[src/rtl/dot2_mult_seq.sv]
// Sequential two-term dot product: result = a*aa + b*bb, computed by parallel
// shift-add over W cycles, with optional two's-complement operand handling.
module dot2_mult_seq #(
    parameter int unsigned W      = 16,
    parameter bit          SIGNED = 1'b0
) (
    input  logic           clk,
    input  logic           rst_n,
    input  logic           start,
    input  logic [W-1:0]   a,
    input  logic [W-1:0]   aa,
    input  logic [W-1:0]   b,
    input  logic [W-1:0]   bb,
    output logic           busy,
    output logic           done,
    output logic [2*W:0]   result
);

    localparam int unsigned PW = 2 * W;
    localparam int unsigned RW = 2 * W + 1;
    localparam int unsigned CW = $clog2(W);

    typedef enum logic [1:0] {IDLE, RUN, FINISH} state_t;

    state_t          state;
    state_t          state_next;
    logic [PW-1:0]   mcand0;
    logic [PW-1:0]   mcand1;
    logic [PW-1:0]   acc0;
    logic [PW-1:0]   acc1;
    logic [W-1:0]    mplier0;
    logic [W-1:0]    mplier1;
    logic            neg0;
    logic            neg1;
    logic [CW-1:0]   cnt;
    logic [RW-1:0]   prod0;
    logic [RW-1:0]   prod1;

    // Magnitude of an operand; -2^(W-1) maps to 2^(W-1), which still fits in W bits
    function automatic logic [W-1:0] mag(input logic [W-1:0] x);
        if (SIGNED && x[W-1]) begin
            return ~x + W'(1);
        end
        return x;
    endfunction

    // Reapply product signs before the final sum
    always_comb begin
        prod0 = {1'b0, acc0};
        prod1 = {1'b0, acc1};
        if (neg0) begin
            prod0 = ~{1'b0, acc0} + RW'(1);
        end
        if (neg1) begin
            prod1 = ~{1'b0, acc1} + RW'(1);
        end
    end

    always_comb begin
        state_next = state;
        case (state)
            IDLE:    if (start) state_next = RUN;
            RUN:     if (cnt == CW'(W - 1)) state_next = FINISH;
            FINISH:  state_next = IDLE;
            default: state_next = IDLE;
        endcase
    end

    always_ff @(posedge clk or negedge rst_n) begin
        if (!rst_n) begin
            state <= IDLE;
            busy  <= 1'b0;
            done  <= 1'b0;
        end else begin
            state <= state_next;
            busy  <= (state_next != IDLE);
            done  <= (state == FINISH);
        end
    end

    // Operand capture, one multiplier bit per RUN edge, final sum in FINISH
    always_ff @(posedge clk or negedge rst_n) begin
        if (!rst_n) begin
            mcand0  <= '0;
            mcand1  <= '0;
            acc0    <= '0;
            acc1    <= '0;
            mplier0 <= '0;
            mplier1 <= '0;
            neg0    <= 1'b0;
            neg1    <= 1'b0;
            cnt     <= '0;
            result  <= '0;
        end else begin
            case (state)
                IDLE: begin
                    if (start) begin
                        mcand0  <= PW'(mag(a));
                        mcand1  <= PW'(mag(b));
                        mplier0 <= mag(aa);
                        mplier1 <= mag(bb);
                        neg0    <= SIGNED & (a[W-1] ^ aa[W-1]);
                        neg1    <= SIGNED & (b[W-1] ^ bb[W-1]);
                        acc0    <= '0;
                        acc1    <= '0;
                        cnt     <= '0;
                    end
                end
                RUN: begin
                    acc0    <= acc0 + (mplier0[0] ? mcand0 : '0);
                    acc1    <= acc1 + (mplier1[0] ? mcand1 : '0);
                    mcand0  <= mcand0 << 1;
                    mcand1  <= mcand1 << 1;
                    mplier0 <= mplier0 >> 1;
                    mplier1 <= mplier1 >> 1;
                    cnt     <= cnt + CW'(1);
                end
                FINISH: begin
                    result <= prod0 + prod1;
                end
                default: begin
                    cnt <= '0;
                end
            endcase
        end
    end

endmodule

[config.mk]
export PLATFORM = sky130hd
export DESIGN_NAME = dot2_mult_seq
export DESIGN_NICKNAME = d
export VERILOG_FILES = /design/src/rtl/dot2_mult_seq.sv
export SDC_FILE = /design/constraint.sdc
export NUM_CORES = 1
export LEC_CHECK = 0
export ABC_AREA = 1
export BUFFER_PORTS_ARGS = -buffer_cell sky130_fd_sc_hd__buf_2
export CAP_MARGIN = 20
export CORE_MARGIN = 4
export CORE_UTILIZATION = 45
export CTS_BUF_LIST = sky130_fd_sc_hd__clkbuf_4
export CTS_CLUSTER_SIZE = 24
export DETAILED_ROUTE_END_ITERATION = 12
export SLEW_MARGIN = 5
export SYNTH_ARGS = -nofsm -noshare
export SYNTH_HDL_FRONTEND = slang
export SYNTH_SLANG_ARGS = --single-unit
[constraint.sdc]
create_clock -name clk -period 2.4 [get_ports clk]
set_input_delay 0 -clock clk [delete_from_list [all_inputs] [get_ports clk]]
set_output_delay 0 -clock clk [all_outputs]
set_load 0.1 [all_outputs]
==> results of run 1 <==
## layer usage
metal	GRT usage (%)	part of all wire, %
met2	44.2	46
met1	36.8	46
met5	0	0
met3	4.44	5.1
met4	8.29	2.8
## path summary, 6_finish.rpt
kind / start / end / slack (ns) / depth (start not counted)
min in group asynchronous: rst_n / mcand0[14] / 0.35 / 3
max in group asynchronous: rst_n / mplier1[0] / 1.26 / 4
worst min register to register: result[0] / result[0] / 0.47 / 2
worst min-delay path: b[15] / mcand1[15] / 0.09 / 4
worst max register to register: mplier0[0] / acc0[24] / 0.15 / 13
worst max-delay path: mplier0[0] / acc0[24] / 0.15 / 13
## layout by cell type (no fill, tap or decap), drive strengths merged
cell type    count
buf            133
ha              95
o211ai           1
a32o             7
a21oi           88
nand3          128
fa               3
o22ai           93
nor2           247
nand4           10
xnor2           16
or2              4
dfrtp          201
nor4             1
nand3b           8
a22o             5
o21bai           9
a21o             3
nand2          908
o21ai           48
clkbuf          80
xor2             4
diode            2
clkinv          13
inv            453
nor3            14
dlygate4sd3    135
## synth_stat cells
master	number
o21ai_0	39
or2_2	4
dfrtp_1	201
nor2_1	245
a22o_1	5
buf_2	18
inv_1	446
inv_2	6
clkbuf_1	27
nor4_1	1
o21bai_1	9
nor2_4	1
o211ai_1	1
nor3_1	14
nand2_2	1
nor2_2	1
a21oi_1	88
nand2_1	907
ha_1	95
o21ai_1	9
xor2_1	4
fa_1	3
o22ai_1	93
buf_1	8
nand4_1	10
xnor2_1	16
nand3b_1	8
nand3_1	128
buf_4	1
a32o_1	7
a21o_1	3
## logic make-up (layout without fill, tap and decap cells)
kind of cell,count (synthesis),count (layout),synth area share (%)
simple gates,1320,1320,34.6
buf+inv,506,814,12.8
compound gates,254,254,9.78
flops,201,201,33.4
fa+ha+maj,98,98,8.29
xor+xnor,20,20,1.16
other cells,0,2,0
## state kept, by name (all words and copies together), names as in the netlist, 2 cells and up
signal / flops
mcand0: 32
state: 2
result: 33
mplier1: 16
mcand1: 32
acc0: 32
cnt: 4
mplier0: 16
acc1: 32
## final cells by class
cell class	count	area share [%]
well taps	442	2.96
flip-flops and latches	201	26.9
inverters	452	9.10
clock buffers	80	3.22
repair buffers	268	11.6
diodes	2	0.0268
multi-input cells	1692	45.8
clock inverters	14	0.416
## per-stage QoR
stage          setup WS, ns  TNS (ns)  area [sq um]  hold slack (ns)  instances
2_1_floorplan        0.0759         0         15100           -0.296       2399
3_3_place_gp         0.0436         0         16200           0.0697       2919
3_5_place_dp         0.0153         0         16200           0.0728       2919
4_1_cts             0.00904         0         18200          0.00326       3148
5_1_grt             -0.0369    -0.101         18700           0.0508       3151
6_report              0.151         0         18700           0.0903       3151
## worst max-delay path, delay by kind of cell (launching register included)
kind / cells / cell delay [ns]
simple gates: 8 / 0.85
fa+ha+maj: 1 / 0.34
buf+inv: 3 / 0.31
compound gates: 1 / 0.20
flops: 1 / 0.41
## timing repair
| item | in CTS | in global routing |
|---|---|---|
| gates resized for setup | 3 | 94 |
| pin swaps | 0 | 5 |
| endpoints found under the hold margin | 282 | 0 |
| setup buffers | 0 | 1 |
| endpoints found under the setup margin | 2 | 47 |
| hold buffers | 135 | 0 |
==> impl_metrics.ini, run 1 <==
[cells_and_area]
seq_area_sq_mm = 0.00503
fillers = 3214
drive_above_1_share_pct = 11.8
syn_to_final_growth_pct = 23.9
layout.nets = 2837
multi_input_area_sq_mm = 0.00855
utilization_pct = 56.9

[sta]
worstMarginPinSlew_ns = 0.773
rsz0062_at_grt = yes
fin_crit_ns = 2.25
finalCritPeriodShare_pct = 93.7
fin_worst_skew_ns = 0.0424
slew_headroom_pct = 48.5
fmax_mhz = 445
final_hold_viol_count = 0
finalMaxSlewViolations = 0
setup_violations = 0

[cts]
htree_levels = 2
cts_sinks = 201
cts_tree = yes
clk_latency_ns = 0.80
numCtsBuffers = 57
cts-root-buf = clkbuf_4
clk_pin_slew_ns = 0.06
clockBufferDepth = 3

[floorplanning]
die_x_microns = 191
die_area_sq_mm = 0.0365
initial_core_util_pct = 46.0
io_pins = 102
die_h_microns = 191
std_cell_rows = 66
core_sq_mm = 0.0328

[global_route]
overflow = 0
grtUsageTotal_pct = 27.0
antenna_found_initial = 2
first_global_vias = 15300
grt_pass1_wl_mm = 78.5
grt_start_max_net_pins = 86

[route]
drtIter0Drc = 1050
vias_per_cell = 4.94
remaining_drc_errors = 0
vias = 15600
wl_per_cell_microns = 15.4
drt_wl_total_mm = 48.7
ant_nets = 0
drtPass1Iterations = 5

[logic_synthesis]
syn_area_sq_mm = 0.0151
synth_fp_nets = 2564
ys_types = 31
synthTopCellsByArea = dfrtp_1 33%, nand2_1 23%, inv_1 11%, ha_1 7.9%, nor2_1 6.1%
synth_top_area_cell = dfrtp_1
synth_top_area_share_pct = 33.4
synthCells = 2399
synth-seq-area-share_pct = 33.4
syn_area_per_cell_sq_um = 6.28
synth-warning-count = 0
ys_ff_latch = 201

[worst_setup_path]
worstSetupPathType = reg -> reg
crit_slowest_cell = dfrtp_1
cp_common_cell = nand2_1
critPathMaxStageDelay_ns = 0.41
required_ns = 3.07
cp_max_fo = 32
start_kind = flip-flop
crit_path_end_kind = flip-flop
arrival_ns = 2.92
path_cells = buf_12 > nand2_1 > inv_1 > ha_1 > nand2_1 > nor2_2 > inv_1 > o21bai_2 > nand2_1 > nand3_1 > nand2_1 > nand3_1 > nand2_1

[run]
maxCapViolCount = 0

[place]
globalplace.congestion = 0.954
hpwlAfterDp_mm = 35.7
numPortBuffers = 101

[min_path]
hold_class = in -> reg

[outcome]
status = finished, final reports clean
Power of run 1 is not shown: default switching activity piles up to over one toggle a cycle in this logic, so the estimate is an artifact.
==> run 2: changes to the inputs <==
--- a/config.mk
+++ b/config.mk
@@ -5,7 +5,6 @@
 export SDC_FILE = /design/constraint.sdc
 export NUM_CORES = 1
 export LEC_CHECK = 0
-export ABC_AREA = 1
 export BUFFER_PORTS_ARGS = -buffer_cell sky130_fd_sc_hd__buf_2
 export CAP_MARGIN = 20
 export CORE_MARGIN = 4
@@ -13,6 +12,7 @@
 export CTS_BUF_LIST = sky130_fd_sc_hd__clkbuf_4
 export CTS_CLUSTER_SIZE = 24
 export DETAILED_ROUTE_END_ITERATION = 12
+export PLACE_DENSITY_LB_ADDON = 0.2
 export SLEW_MARGIN = 5
 export SYNTH_ARGS = -nofsm -noshare
 export SYNTH_HDL_FRONTEND = slang
==> run 2 against run 1 <==
Compared with the run above:
- utilization is 10 points higher
- sequential cell count stayed put
- critical path depth is 3 higher
- highest routed layer unchanged
- synthesized area is 14% lower
- worst hold slack worse by 0.052 ns
- sequential share of layout area is 0.72 points lower
- synthesized cell count is 39% lower
- wire length is 19% lower
- final area is 2.9% higher
- die area is 13% lower
- the flow now finishes with violations (setup timing)
- first-iteration DRC count is 30% lower
- critical path type unchanged
==> impl_metrics.ini, run 2 <==
[outcome]
status = finished, violations left
violations = setup timing

[power]
ir_drop_mv = 0.583
p_leak_nw = 9.20
combPwrFrac_pct = 62.3
pwr_density_cell_mw_per_mm2 = 1220
clock_power_share_pct = 12.8
p_seq_share_pct = 24.9
internal-power_mw = 13.0
switching_share_pct = 44.6
p_sw_mw = 10.5

[sta]
fin_worst_skew_ns = 0.0275
fin_crit_ns = 3.16
setup_slack_ns = -0.757
fmax_mhz = 317
slew_headroom_pct = 51.9
finalCritPeriodShare_pct = 132
rsz0062_at_grt = yes
setup_violations = 66
holdWs_ns = 0.0382
final_hold_viol_count = 0
finalMaxSlewViolations = 0
worstMarginPinSlew_ns = 0.722

[route]
wl_per_cell_microns = 16.4
vias = 12900
vias_per_cell = 5.39
drtPass1Iterations = 5
ant_nets = 0
drtIter0Drc = 734
remaining_drc_errors = 0
drt_wl_total_mm = 39.2

[logic_synthesis]
ys_ff_latch = 201
synth-seq-area-share_pct = 38.6
synth_top_area_cell = dfrtp_1
synthCells = 1467
synth_commonest_cells = 201 x dfrtp_1, 147 x a21oi_1, 144 x o21ai_0
synth_top_area_share_pct = 38.6
syn_area_sq_mm = 0.0130
syn_area_per_cell_sq_um = 8.87
synth-warning-count = 0
synth_fp_nets = 1632
synthArstFlopShare_pct = 100
synth_flop_cell = dfrtp_1
synthTopCellsByArea = dfrtp_1 39%, ha_1 9.1%, a21oi_1 5.7%, o21ai_0 5.5%, nand2_1 4.1%
ys_types = 59
synth_edf_count = 0
yosysMostFrequentCell = dfrtp_1

[global_route]
grtUsageTotal_pct = 24.6
grt_start_max_net_pins = 71
overflow = 0
first_global_vias = 12900
grt_pass1_wl_mm = 63.9
antenna_found_initial = 1

[cts]
clk_pin_slew_ns = 0.07
cts_sinks = 201
clk_latency_ns = 0.68
cts-root-buf = clkbuf_4
cts_tree = yes
numCtsBuffers = 56
clockBufferDepth = 3
htree_levels = 2

[worst_setup_path]
critPathMaxStageDelay_ns = 0.46
worstSetupPathType = reg -> reg
crit_path_end_kind = flip-flop
crit_slowest_cell = dfrtp_2
cp_max_fo = 6
r2r_start = mplier0[0]
start_kind = flip-flop
required_ns = 2.95
arrival_ns = 3.71
critical_path.top_delay_family = compound AO/OA/AOI/OAI gates
cp_num_cells = 16
cp_common_cell = buf_6
rr_worst_depth = 16
path_cells = buf_6 > and2_4 > ha_4 > a21o_1 > o21bai_1 > a32o_2 > or4_4 > a31oi_4 > buf_4 > buf_6 > buf_6 > nor3_4 > o2111ai_2 > nand3b_1 > xnor2_1 > o21ai_1
startpoint = mplier0[0]
crit_buf_inv = 4

[cells_and_area]
mostFrequentLayoutCells = 299 x buf_4, 196 x dfrtp_1, 134 x nand2_1
seq_area_sq_mm = 0.00504
multi_input_area_sq_mm = 0.00875
layout.nets = 2131
stdcell_area_sq_mm = 0.0192
largest_reg_flops = 33
fillers = 2290
layout_commonest_cell = buf_4
utilization_pct = 67.1
drive_above_1_share_pct = 35.4
syn_to_final_growth_pct = 47.5
regMostFlops = result

[place]
pre_cts_slack_ns = -0.856
globalplace.congestion = 0.911
place_area_sq_mm = 0.0163
hpwlAfterDp_mm = 26.3
numPortBuffers = 101

[floorplanning]
io_pins = 102
die_x_microns = 178
die_area_sq_mm = 0.0317
initial_core_util_pct = 45.5
die_h_microns = 178
core_sq_mm = 0.0286
std_cell_rows = 62

[run]
maxCapViolCount = 0

[min_path]
whs_path_depth = 5
worst_hold_startpoint = start
hold_class = in -> reg
run 2: changes by cell type in the layout (fill, tap and decap cells not counted), moves of 89 or more:
cell     delta
nand2_1   -757
inv_1     -420
buf_4     +271
nor2_1    -183
nand3_1   -102
o22ai_1    -89
run 2: path summary, 6_finish.rpt:
check / to / slack (ns)
max: acc0[30] / -0.76
max reg2reg: acc0[30] / -0.76
max in group asynchronous: state[0] / 1.54
min: cnt[0] / 0.04
min in group asynchronous: acc0[4] / 0.52
min reg2reg: result[3] / 0.47
run 2: logic make-up after synthesis:
| kind of cell | after synthesis | share of synthesized area, % |
|---|---|---|
| XOR/XNOR | 89 | 5.99 |
| AO/OA/AOI/OAI | 575 | 27.3 |
| AND/OR/NAND/NOR | 392 | 15.2 |
| adder cells (fa/ha/maj) | 98 | 9.59 |
| flip-flops | 201 | 38.6 |
| buffers and inverters | 112 | 3.29 |
run 2: what timing repair did:
action	CTS	global route
endpoints found under the hold margin	265	0
pin swaps	89	101
setup buffers	36	20
gates cloned	1	0
hold buffers	80	0
gates resized for setup	142	82
endpoints found under the setup margin	68	74
run 2: worst register-to-register path: stages, from the launching register on:
cell,delay (ns)
dfrtp_2,0.46
buf_6,0.15
and2_4,0.16
ha_4,0.15
a21o_1,0.16
o21bai_1,0.16
a32o_2,0.25
or4_4,0.43
a31oi_4,0.21
buf_4,0.15
buf_6,0.08
buf_6,0.10
nor3_4,0.04
o2111ai_2,0.16
nand3b_1,0.13
xnor2_1,0.18
o21ai_1,0.07
run 2: per-stage QoR:
step           cells  total power [mW]  TNS [ns]
2_1_floorplan   1467              13.6    -10.76
3_3_place_gp    2171              18.3    -23.43
3_5_place_dp    2171              18.5    -26.49
4_1_cts         2383              23.0    -24.24
5_1_grt         2390              25.3    -32.64
6_report        2390              23.5    -23.96
run 2: final cells by class:
type                       count  area share (%)
antenna                        1          0.0130
clock buffer                  82            3.21
clock inverter                15           0.319
inverter                      28           0.560
multi-input combinational   1154            45.5
sequential                   201            26.2
tap                          384            2.50
timing repair buffer         525            21.6
run 2: power by group through the flow:
stage | clock [mW] | sequential (mW) | combinational [mW]
final | 3.01 | 5.85 | 14.7
after global routing | 3.31 | 5.99 | 16.0
after CTS | 3.11 | 5.81 | 14.0
after detailed placement | 0 | 5.80 | 12.7
after global placement | 0 | 5.78 | 12.6
after floorplan | 0 | 6.60 | 6.97
run 2: layer usage:
metal | GRT usage [%] | wire length, microns | vias to the layer above
met4 | 7.67 | 1030 | 0
li1 | - | - | 6316
met3 | 3.90 | 2260 | 82
met1 | 33.9 | 17900 | 6109
met5 | 0 | 0 | -
met2 | 40.0 | 18000 | 374
Note: power is estimated with default switching activity, not from simulation.
